## src/rtl/mul_arbiter.sv

```systemverilog
// mul_arbiter: two-port arbiter/scheduler for the shared 2-cycle pipelined
// multiplier. Grants at most one request per cycle, keeps consecutive issues
// in the same hi/lo select class, tracks in-flight ops and routes results
// back to the originating port with their tag.
// Optional feature: define MUL_ARB_RR_EN for round-robin priority between the
// two ports; without it req0 always has priority over req1.

package mul_arbiter_pkg;
  typedef enum logic [1:0] {
    MUL_MUL   = 2'd0,
    MUL_MULH  = 2'd1,
    MUL_MULHU = 2'd2
  } mul_opcode_t;
endpackage

module mul_arbiter
  import mul_arbiter_pkg::*;
#(
  parameter int TAG_W = 6
) (
  input  logic              clk,
  input  logic              reset,
  input  logic              flush,
  input  logic              req0_valid,
  output logic              req0_ready,
  input  mul_opcode_t       req0_opcode,
  input  logic [31:0]       req0_src1,
  input  logic [31:0]       req0_src2,
  input  logic [TAG_W-1:0]  req0_tag,
  input  logic              req1_valid,
  output logic              req1_ready,
  input  mul_opcode_t       req1_opcode,
  input  logic [31:0]       req1_src1,
  input  logic [31:0]       req1_src2,
  input  logic [TAG_W-1:0]  req1_tag,
  output logic              mul_valid,
  output mul_opcode_t       mul_opcode,
  output logic [31:0]       mul_src1,
  output logic [31:0]       mul_src2,
  input  logic              mul_ok,
  input  logic [31:0]       mul_result,
  output logic              resp0_valid,
  output logic [TAG_W-1:0]  resp0_tag,
  output logic [31:0]       resp0_result,
  output logic              resp1_valid,
  output logic [TAG_W-1:0]  resp1_tag,
  output logic [31:0]       resp1_result
);

  // class: 0 = lo (MUL), 1 = hi (MULH/MULHU)
  logic             last_v;
  logic             last_cls;
  logic             s1_v, s2_v;
  logic             s1_id, s2_id;
  logic [TAG_W-1:0] s1_tag, s2_tag;
`ifdef MUL_ARB_RR_EN
  logic             rr;
`endif

  logic cls0, cls1, elig0, elig1, gnt0, gnt1, grant, win_id, win_cls;
  logic resp_fire;

  // eligibility (hazard filter) and priority selection
  always_comb begin
    cls0  = (req0_opcode != MUL_MUL);
    cls1  = (req1_opcode != MUL_MUL);
    elig0 = req0_valid && !flush && !reset && !(last_v && (cls0 != last_cls));
    elig1 = req1_valid && !flush && !reset && !(last_v && (cls1 != last_cls));
`ifdef MUL_ARB_RR_EN
    // a blocked preferred port hands the slot to the other eligible port
    gnt0  = elig0 && (!rr || !elig1);
    gnt1  = elig1 && ( rr || !elig0);
`else
    gnt0  = elig0;
    gnt1  = elig1 && !elig0;
`endif
    grant   = gnt0 || gnt1;
    win_id  = gnt1;
    win_cls = gnt1 ? cls1 : cls0;
  end

  // issue port: winner's fields, zero when nothing is granted
  always_comb begin
    req0_ready = gnt0;
    req1_ready = gnt1;
    mul_valid  = grant;
    mul_opcode = MUL_MUL;
    mul_src1   = '0;
    mul_src2   = '0;
    if (gnt1) begin
      mul_opcode = req1_opcode;
      mul_src1   = req1_src1;
      mul_src2   = req1_src2;
    end else if (gnt0) begin
      mul_opcode = req0_opcode;
      mul_src1   = req0_src1;
      mul_src2   = req0_src2;
    end
  end

  // in-flight tracking pipe, hazard history and priority pointer
  always_ff @(posedge clk) begin
    if (reset) begin
      s1_v     <= 1'b0;
      s2_v     <= 1'b0;
      last_v   <= 1'b0;
      s1_id    <= 1'b0;
      s2_id    <= 1'b0;
      s1_tag   <= '0;
      s2_tag   <= '0;
      last_cls <= 1'b0;
`ifdef MUL_ARB_RR_EN
      rr       <= 1'b0;
`endif
    end else begin
      // grant is already suppressed during flush, so only s2 needs the kill
      s1_v     <= grant;
      s1_id    <= win_id;
      s1_tag   <= gnt1 ? req1_tag : req0_tag;
      s2_v     <= s1_v && !flush;
      s2_id    <= s1_id;
      s2_tag   <= s1_tag;
      last_v   <= grant;
      last_cls <= win_cls;
`ifdef MUL_ARB_RR_EN
      if (grant) rr <= !win_id;
`endif
    end
  end

  // result routing; a mul_ok with no live s2 entry is a killed op
  always_comb begin
    resp_fire    = mul_ok && s2_v && !reset;
    resp0_valid  = resp_fire && !s2_id;
    resp1_valid  = resp_fire &&  s2_id;
    resp0_tag    = resp0_valid ? s2_tag     : '0;
    resp0_result = resp0_valid ? mul_result : '0;
    resp1_tag    = resp1_valid ? s2_tag     : '0;
    resp1_result = resp1_valid ? mul_result : '0;
  end

endmodule

```

## config.mk

```make
export PLATFORM = sky130hd
export DESIGN_NAME = mul_arbiter
export DESIGN_NICKNAME = d
export VERILOG_FILES = /design/src/rtl/mul_arbiter.sv
export SDC_FILE = /design/constraint.sdc
export NUM_CORES = 1
export LEC_CHECK = 0
export ABC_AREA = 1
export CAP_MARGIN = 25
export CORE_AREA = 8 8 123 125
export CTS_CLUSTER_DIAMETER = 200
export DETAILED_ROUTE_END_ITERATION = 10
export DIE_AREA = 0 0 131 133
export PLACE_DENSITY_LB_ADDON = 0.15
export SLEW_MARGIN = 15
export SYNTH_ARGS = -nofsm -noshare
export SYNTH_HDL_FRONTEND = slang
export SYNTH_SLANG_ARGS = --single-unit
```

## constraint.sdc

```tcl
create_clock -name clk -period 4.2 [get_ports clk]
set_clock_uncertainty 0.2 [all_clocks]
set_input_delay 0.84 -clock clk [delete_from_list [all_inputs] [get_ports clk]]
set_output_delay 0.84 -clock clk [all_outputs]
set_load 0.005 [all_outputs]
```

==> flow_metrics.env, run 1 <==
export IMPL_status="completed"
export IMPL_timing_final_ws_setup_ns=0.210
export IMPL_clkLatencyLatePin_ns=0.24
export IMPL_clock_path_buffers=2
export IMPL_drt_drc_violations_left=0
export IMPL_power_share_combinational_pct=49.0
export IMPL_whs_ns=0.198
export IMPL_cts_resized_gates=0
export IMPL_postSynthRegisterBits=17
export IMPL_clkSinkCount=17
export IMPL_power_share_switching_pct=24.2
export IMPL_dpl_worst_slack_ns=0.191
export IMPL_rsz_0062_raised_after_global_routing="false"
export IMPL_grt_antenna_before_repair=1
export IMPL_die_area_um2=17400
export IMPL_path_depth=10
export IMPL_viasPerCell=3.83
export IMPL_portion_of_total_power_attributed_to_the_clock_network_pct=26.1
export IMPL_syn_num_nets=614
export IMPL_crit_chain="clkdlybuf4s50_1 -> nor3b_1 -> nand2_1 -> inv_2 -> nand2_2 -> inv_2 -> buf_12 -> nand2_1 -> nand2_1 -> clkdlybuf4s50_1"
export IMPL_mostFrequentLayoutCell="sky130_fd_sc_hd__clkdlybuf4s50_1"
export IMPL_floorplan_core_area_um2=13100
export IMPL_cts_tree="yes"
export IMPL_slew_headroom_pct=46.9
export IMPL_p_leak_nw=2.52
export IMPL_critical_path_n_buffers_inverters=5
export IMPL_power_per_cell_area_nw_per_um2=126
export IMPL_detail_route_antenna_nets=0
export IMPL_hold_path_class="reg -> reg"
export IMPL_grt_max_degree=66
export IMPL_pin_count=329
export IMPL_cts_root_buf="sky130_fd_sc_hd__clkbuf_16"
export IMPL_clock_h_tree_levels=1
export IMPL_detailed_place_hpwl_um=12500
export IMPL_port_buffers=328
export IMPL_drt_pre_antenna_iters=4
export IMPL_pwr_share_seq_pct=24.9
export IMPL_hold_depth=2
export IMPL_critPathKind="in -> out"
export IMPL_grt_first_pass_wirelength_um=20300
export IMPL_critical_path_most_common_cell="sky130_fd_sc_hd__nand2_1"
export IMPL_cpMaxStageDelayCell="sky130_fd_sc_hd__clkdlybuf4s50_1"
export IMPL_initial_utilization_pct=16.3
export IMPL_cts_repair_timing_setup_buffer_count=0
export IMPL_gp_routability_congestion=0.901
export IMPL_timing_final_crit_share_pct=95.0
export IMPL_grtUsageTotal_pct=15.1
export IMPL_areaGrowthSynthToFinish_pct=161
export IMPL_detail_route_wl_per_cell_um=15.4
export IMPL_net_switching_power_w=0.000169
export IMPL_num_rows=42
export IMPL_most_common_layout_cells="sky130_fd_sc_hd__clkdlybuf4s50_1 (328), sky130_fd_sc_hd__nand2_1 (206), sky130_fd_sc_hd__nor2_1 (71), sky130_fd_sc_hd__inv_1 (61), sky130_fd_sc_hd__nor2_2 (20)"
export IMPL_timing_reg2reg_worst_path_depth=8
export IMPL_syn_area_per_cell_um2=4.93
export IMPL_drtIter0Drc=119
export IMPL_critical_path_endpoint_type="output port"
export IMPL_final_period_minus_worst_setup_slack_ns=3.99
export IMPL_max_stage_delay_ns=0.56
export IMPL_synthesis_yosys_warnings=0
export IMPL_ys_seq_area_share_pct=16.0
export IMPL_final_util_pct=42.5
export IMPL_ys_types=18
export IMPL_ctsHoldBuffers=0
export IMPL_cts_inserted_buffers=3
export IMPL_first_global_vias=3539
export IMPL_finalMaxSlewViolations=0
export IMPL_die_y_um=133
export IMPL_synthesis_area_um2=2130
export IMPL_path_max_fanout=65
export IMPL_dr_vias=3526
export IMPL_drive_gt1_share_pct=4.85
export IMPL_endpoint_required_time_on_the_critical_path_ns=3.16
export IMPL_clock_transition_at_path_regs_ns=0.05
export IMPL_gate_count_post_synth=432
export IMPL_worstSetupStartpointType="input pin"
export IMPL_finalHoldViolCount=0
export IMPL_final_net_count=926
export IMPL_cp_data_arrival_time_ns=2.95
export IMPL_gr_total_overflow=0
export IMPL_die_x_um=131
export IMPL_timing_worst_slew_pin_value_ns=0.796
export IMPL_cp_top_family="buffers and inverters"
export IMPL_setup_total_negative_slack_ns=0
export IMPL_fmax_mhz=251
export IMPL_cell_internal_pwr_w=0.000530
export IMPL_ir_worst_vdd_mv=0.142
export IMPL_finalSetupViolations=0
export IMPL_drt_wl_total_um=14200
export IMPL_report_power_total_w=0.000700
export IMPL_maxCapViolations=0
-- tightest hold or removal path, delay by kind of cell (launching register included) --
kind	cells	cell delay (ns)
simple gates	1	0.03
flops	1	0.29
buf+inv	1	0.04
-- cell usage after synthesis --
master                       n  area [um^2]
sky130_fd_sc_hd__inv_2       5         18.8
sky130_fd_sc_hd__nand2_2     1         6.26
sky130_fd_sc_hd__nand2_1   206          773
sky130_fd_sc_hd__nor4_4      1         21.3
sky130_fd_sc_hd__inv_1      61          229
sky130_fd_sc_hd__a21oi_1     7         35.0
sky130_fd_sc_hd__nand3_1    10         50.1
sky130_fd_sc_hd__buf_2       7         35.0
sky130_fd_sc_hd__o21ai_0     1         5.00
sky130_fd_sc_hd__nor2_2     20          125
sky130_fd_sc_hd__dfxtp_1    17          340
sky130_fd_sc_hd__o22ai_1     2         12.5
sky130_fd_sc_hd__buf_6      11          124
sky130_fd_sc_hd__buf_4       6         45.0
sky130_fd_sc_hd__nor2_1     71          267
sky130_fd_sc_hd__nor3b_1     3         22.5
sky130_fd_sc_hd__nor4_2      1         12.5
sky130_fd_sc_hd__clkbuf_1    2         7.51
-- final cells by class --
cell class	instances	area, um^2
fillers	1382	7520
repair buffers	333	3350
multi-input cells	323	1330
flip-flops and latches	17	340
inverters	66	248
well taps	176	220
clock buffers	4	78.8
diodes	1	2.50
-- final timing paths --
kind / from / to / slack [ns]
max reg2reg: last_cls$_SDFF_PP0_ / s1_tag[4]$_SDFF_PP0_ / 2.77
min: s1_tag[5]$_SDFF_PP0_ / s2_tag[5]$_SDFF_PP0_ / 0.20
min reg2reg: s1_tag[5]$_SDFF_PP0_ / s2_tag[5]$_SDFF_PP0_ / 0.20
max: req1_valid / mul_src2[16] / 0.21
-- state kept, by name, summed over array words and instances (netlist names) --
name      cells
last_cls      1
s1_id         1
s1_tag        6
s1_v          1
s2_id         1
s2_tag        6
s2_v          1
-- cells by family after synthesis --
logic type	after synthesis	share of synthesized area, %
simple gates	313	60.0
flops	17	16.0
buf+inv	92	21.6
compound gates	10	2.47
-- stage by stage --
step                instances  cell area (um^2)
finish                    920              5570
global route              920              5570
CTS                       919              5560
detailed placement        915              5480
global placement          915              5480
floorplan                 432              2130
-- layer usage --
layer / GRT usage, % / vias up / part of all wire [%]
li1: - / 1856 / -
met1: 14.9 / 1479 / 34
met2: 30.6 / 187 / 55
met3: 3.66 / 4 / 10
met4: 2.04 / 0 / 0.36
met5: 0 / - / 0
-- power groups by stage --
stage	Sequential [W]	Clock (W)	Combinational, W
global placement	0.000177	0	0.000346
CTS	0.000174	0.000187	0.000349
finish	0.000174	0.000182	0.000343
global route	0.000175	0.000197	0.000374
detailed placement	0.000177	0	0.000347
floorplan	0.000176	0	0.0000893
No activity file was read; power rests on OpenSTA's default activity.
==> run 2, diff against run 1 <==
- clock period: 4.2 -> 5.1 ns (I/O delays scaled with it)
==> run 2 against run 1 <==
Sequential power is 18% lower. Hold slack better by 0.00094 ns. Count of clock-buffer cells in the layout is 1 lower.
==> flow_metrics.env, run 2 (same netlist as run 1, synthesis figures left out) <==
export IMPL_port_buffers=328
export IMPL_crit_chain="clkdlybuf4s50_1 -> nor3b_1 -> nand2_1 -> inv_2 -> nand2_2 -> inv_2 -> buf_12 -> nand2_1 -> nand2_1 -> clkdlybuf4s50_1"
export IMPL_critical_path_n_buffers_inverters=5
export IMPL_grt_first_pass_wirelength_um=20500
export IMPL_viasPerCell=3.85
export IMPL_most_common_layout_cells="sky130_fd_sc_hd__clkdlybuf4s50_1 (328), sky130_fd_sc_hd__nand2_1 (206), sky130_fd_sc_hd__nor2_1 (71), sky130_fd_sc_hd__inv_1 (61), sky130_fd_sc_hd__nor2_2 (20)"
export IMPL_fmax_mhz=215
export IMPL_timing_final_crit_share_pct=91.3
export IMPL_die_y_um=133
export IMPL_finalSetupViolations=0
export IMPL_critical_path_most_common_cell="sky130_fd_sc_hd__nand2_1"
export IMPL_power_per_cell_area_nw_per_um2=104
export IMPL_gp_routability_congestion=0.879
export IMPL_rsz_0062_raised_after_global_routing="false"
export IMPL_groute_layer_met1_usage_pct=15.2
export IMPL_rr_endpoint="s1_tag[2]$_SDFF_PP0_"
export IMPL_grt_busiest_layer="met2"
export IMPL_timing_reg2reg_worst_path_depth=8
export IMPL_grt_max_degree=66
export IMPL_cts_root_buf="sky130_fd_sc_hd__clkbuf_16"
export IMPL_critPathKind="in -> out"
export IMPL_endpoint_required_time_on_the_critical_path_ns=3.88
export IMPL_dr_vias=3539
export IMPL_cp_top_family="buffers and inverters"
export IMPL_detail_route_antenna_nets=0
export IMPL_clock_transition_at_path_regs_ns=0.05
export IMPL_worstSetupStartpointType="input pin"
export IMPL_max_stage_delay_ns=0.55
export IMPL_multi_input_comb_area_um2=1330
export IMPL_pin_count=329
export IMPL_p_leak_nw=2.52
export IMPL_post_dp_cell_area_um2=5480
export IMPL_maxCapViolations=0
export IMPL_first_global_vias=3567
export IMPL_final_seq_area_um2=340
export IMPL_grtUsageTotal_pct=15.2
export IMPL_report_power_total_w=0.000581
export IMPL_worstHoldStart="s1_tag[5]$_SDFF_PP0_"
export IMPL_drt_wl_total_um=14400
export IMPL_antenna_cells=0
export IMPL_drt_pre_antenna_iters=4
export IMPL_global_route_usage_met3_pct=4.74
export IMPL_critical_path_endpoint_type="output port"
export IMPL_clkSinkCount=17
export IMPL_worstHoldEndpoint="s2_tag[5]$_SDFF_PP0_"
export IMPL_groute_layer_met2_usage_pct=29.8
export IMPL_cts_repair_timing_setup_buffer_count=0
export IMPL_clock_h_tree_levels=1
export IMPL_largestRegisters="s1_tag x6, s2_tag x6"
export IMPL_hold_depth=2
export IMPL_final_cell_area_um2=5560
export IMPL_dpl_worst_slack_ns=0.428
export IMPL_status="completed"
export IMPL_reg2reg_setup_slack_ns=3.61
export IMPL_grt_antenna_before_repair=0
export IMPL_cp_data_arrival_time_ns=3.44
export IMPL_die_x_um=131
export IMPL_num_fill_cells=1361
export IMPL_drt_drc_violations_left=0
export IMPL_drtIter0Drc=148
export IMPL_detailed_place_hpwl_um=12600
export IMPL_worst_r2r_startpoint="last_cls$_SDFF_PP0_"
export IMPL_cts_inserted_buffers=3
export IMPL_timing_worst_slew_pin_value_ns=0.827
export IMPL_mostFrequentLayoutCell="sky130_fd_sc_hd__clkdlybuf4s50_1"
export IMPL_whs_ns=0.199
export IMPL_areaGrowthSynthToFinish_pct=161
export IMPL_die_area_um2=17400
export IMPL_cts_tree="yes"
export IMPL_path_max_fanout=42
export IMPL_final_period_minus_worst_setup_slack_ns=4.66
export IMPL_setup_total_negative_slack_ns=0
export IMPL_hold_path_class="reg -> reg"
export IMPL_num_rows=42
export IMPL_clkLatencyLatePin_ns=0.25
export IMPL_slew_headroom_pct=44.8
export IMPL_floorplan_core_area_um2=13100
export IMPL_finalHoldViolCount=0
export IMPL_detail_route_wl_per_cell_um=15.7
export IMPL_cpMaxStageDelayCell="sky130_fd_sc_hd__clkdlybuf4s50_1"
export IMPL_timing_final_ws_setup_ns=0.443
export IMPL_finalMaxSlewViolations=0
export IMPL_gr_total_overflow=0
export IMPL_initial_utilization_pct=16.3
export IMPL_drive_gt1_share_pct=4.98
export IMPL_ir_worst_vdd_mv=0.0893
export IMPL_clock_path_buffers=2
export IMPL_ctsHoldBuffers=0
export IMPL_final_net_count=926
export IMPL_cts_resized_gates=0
==> run 2: worst max path at each step <==
stage	cells after the start	slack (ns)	end	startpoint
final	10	0.44	mul_src1[9]	req1_valid
after global routing	12	0.25	mul_src1[9]	req1_opcode[0]
after CTS	10	0.41	mul_src1[9]	req1_valid
after detailed placement	10	0.43	mul_src1[9]	req1_valid
after global placement	10	0.43	mul_src1[9]	req1_valid
after floorplan	11	1.97	mul_src1[0]	req1_opcode[1]
==> run 2: routing by layer <==
| metal | wire length [um] | vias to the layer above |
|---|---|---|
| met5 | 0 | - |
| met3 | 1660 | 9 |
| met4 | 100 | 0 |
| met2 | 7590 | 191 |
| met1 | 5060 | 1483 |
| li1 | - | 1856 |
==> run 2: area by class of cell <==
cell class	count	share of cell area, %
Timing Repair Buffer	333	60.1
Multi-Input combinational cell	323	23.9
Sequential cell	17	6.12
Inverter	66	4.45
Tap cell	176	3.96
Clock buffer	3	1.35
Clock inverter	1	0.0899
==> run 2: tightest hold or removal path, cell delays in order (launching register included) <==
cell and delay [ns]:
sky130_fd_sc_hd__dfxtp_1 0.29, sky130_fd_sc_hd__inv_1 0.04, sky130_fd_sc_hd__nor2_1 0.03
==> run 2: per-stage QoR <==
step	utilization, %	instances
floorplan	-	432
global route	42.5	919
global placement	41.9	915
CTS	42.5	919
finish	42.5	919
detailed placement	41.9	915
==> run 2: power breakdown <==
part	switching [W]	total (W)	internal, W	leakage, nW
sequential	0.00000257	0.000143	0.000141	0.141
combinational	0.0000920	0.000282	0.000190	2.34
clock	0.0000510	0.000156	0.000105	0.0409
total	0.000146	0.000581	0.000436	2.52
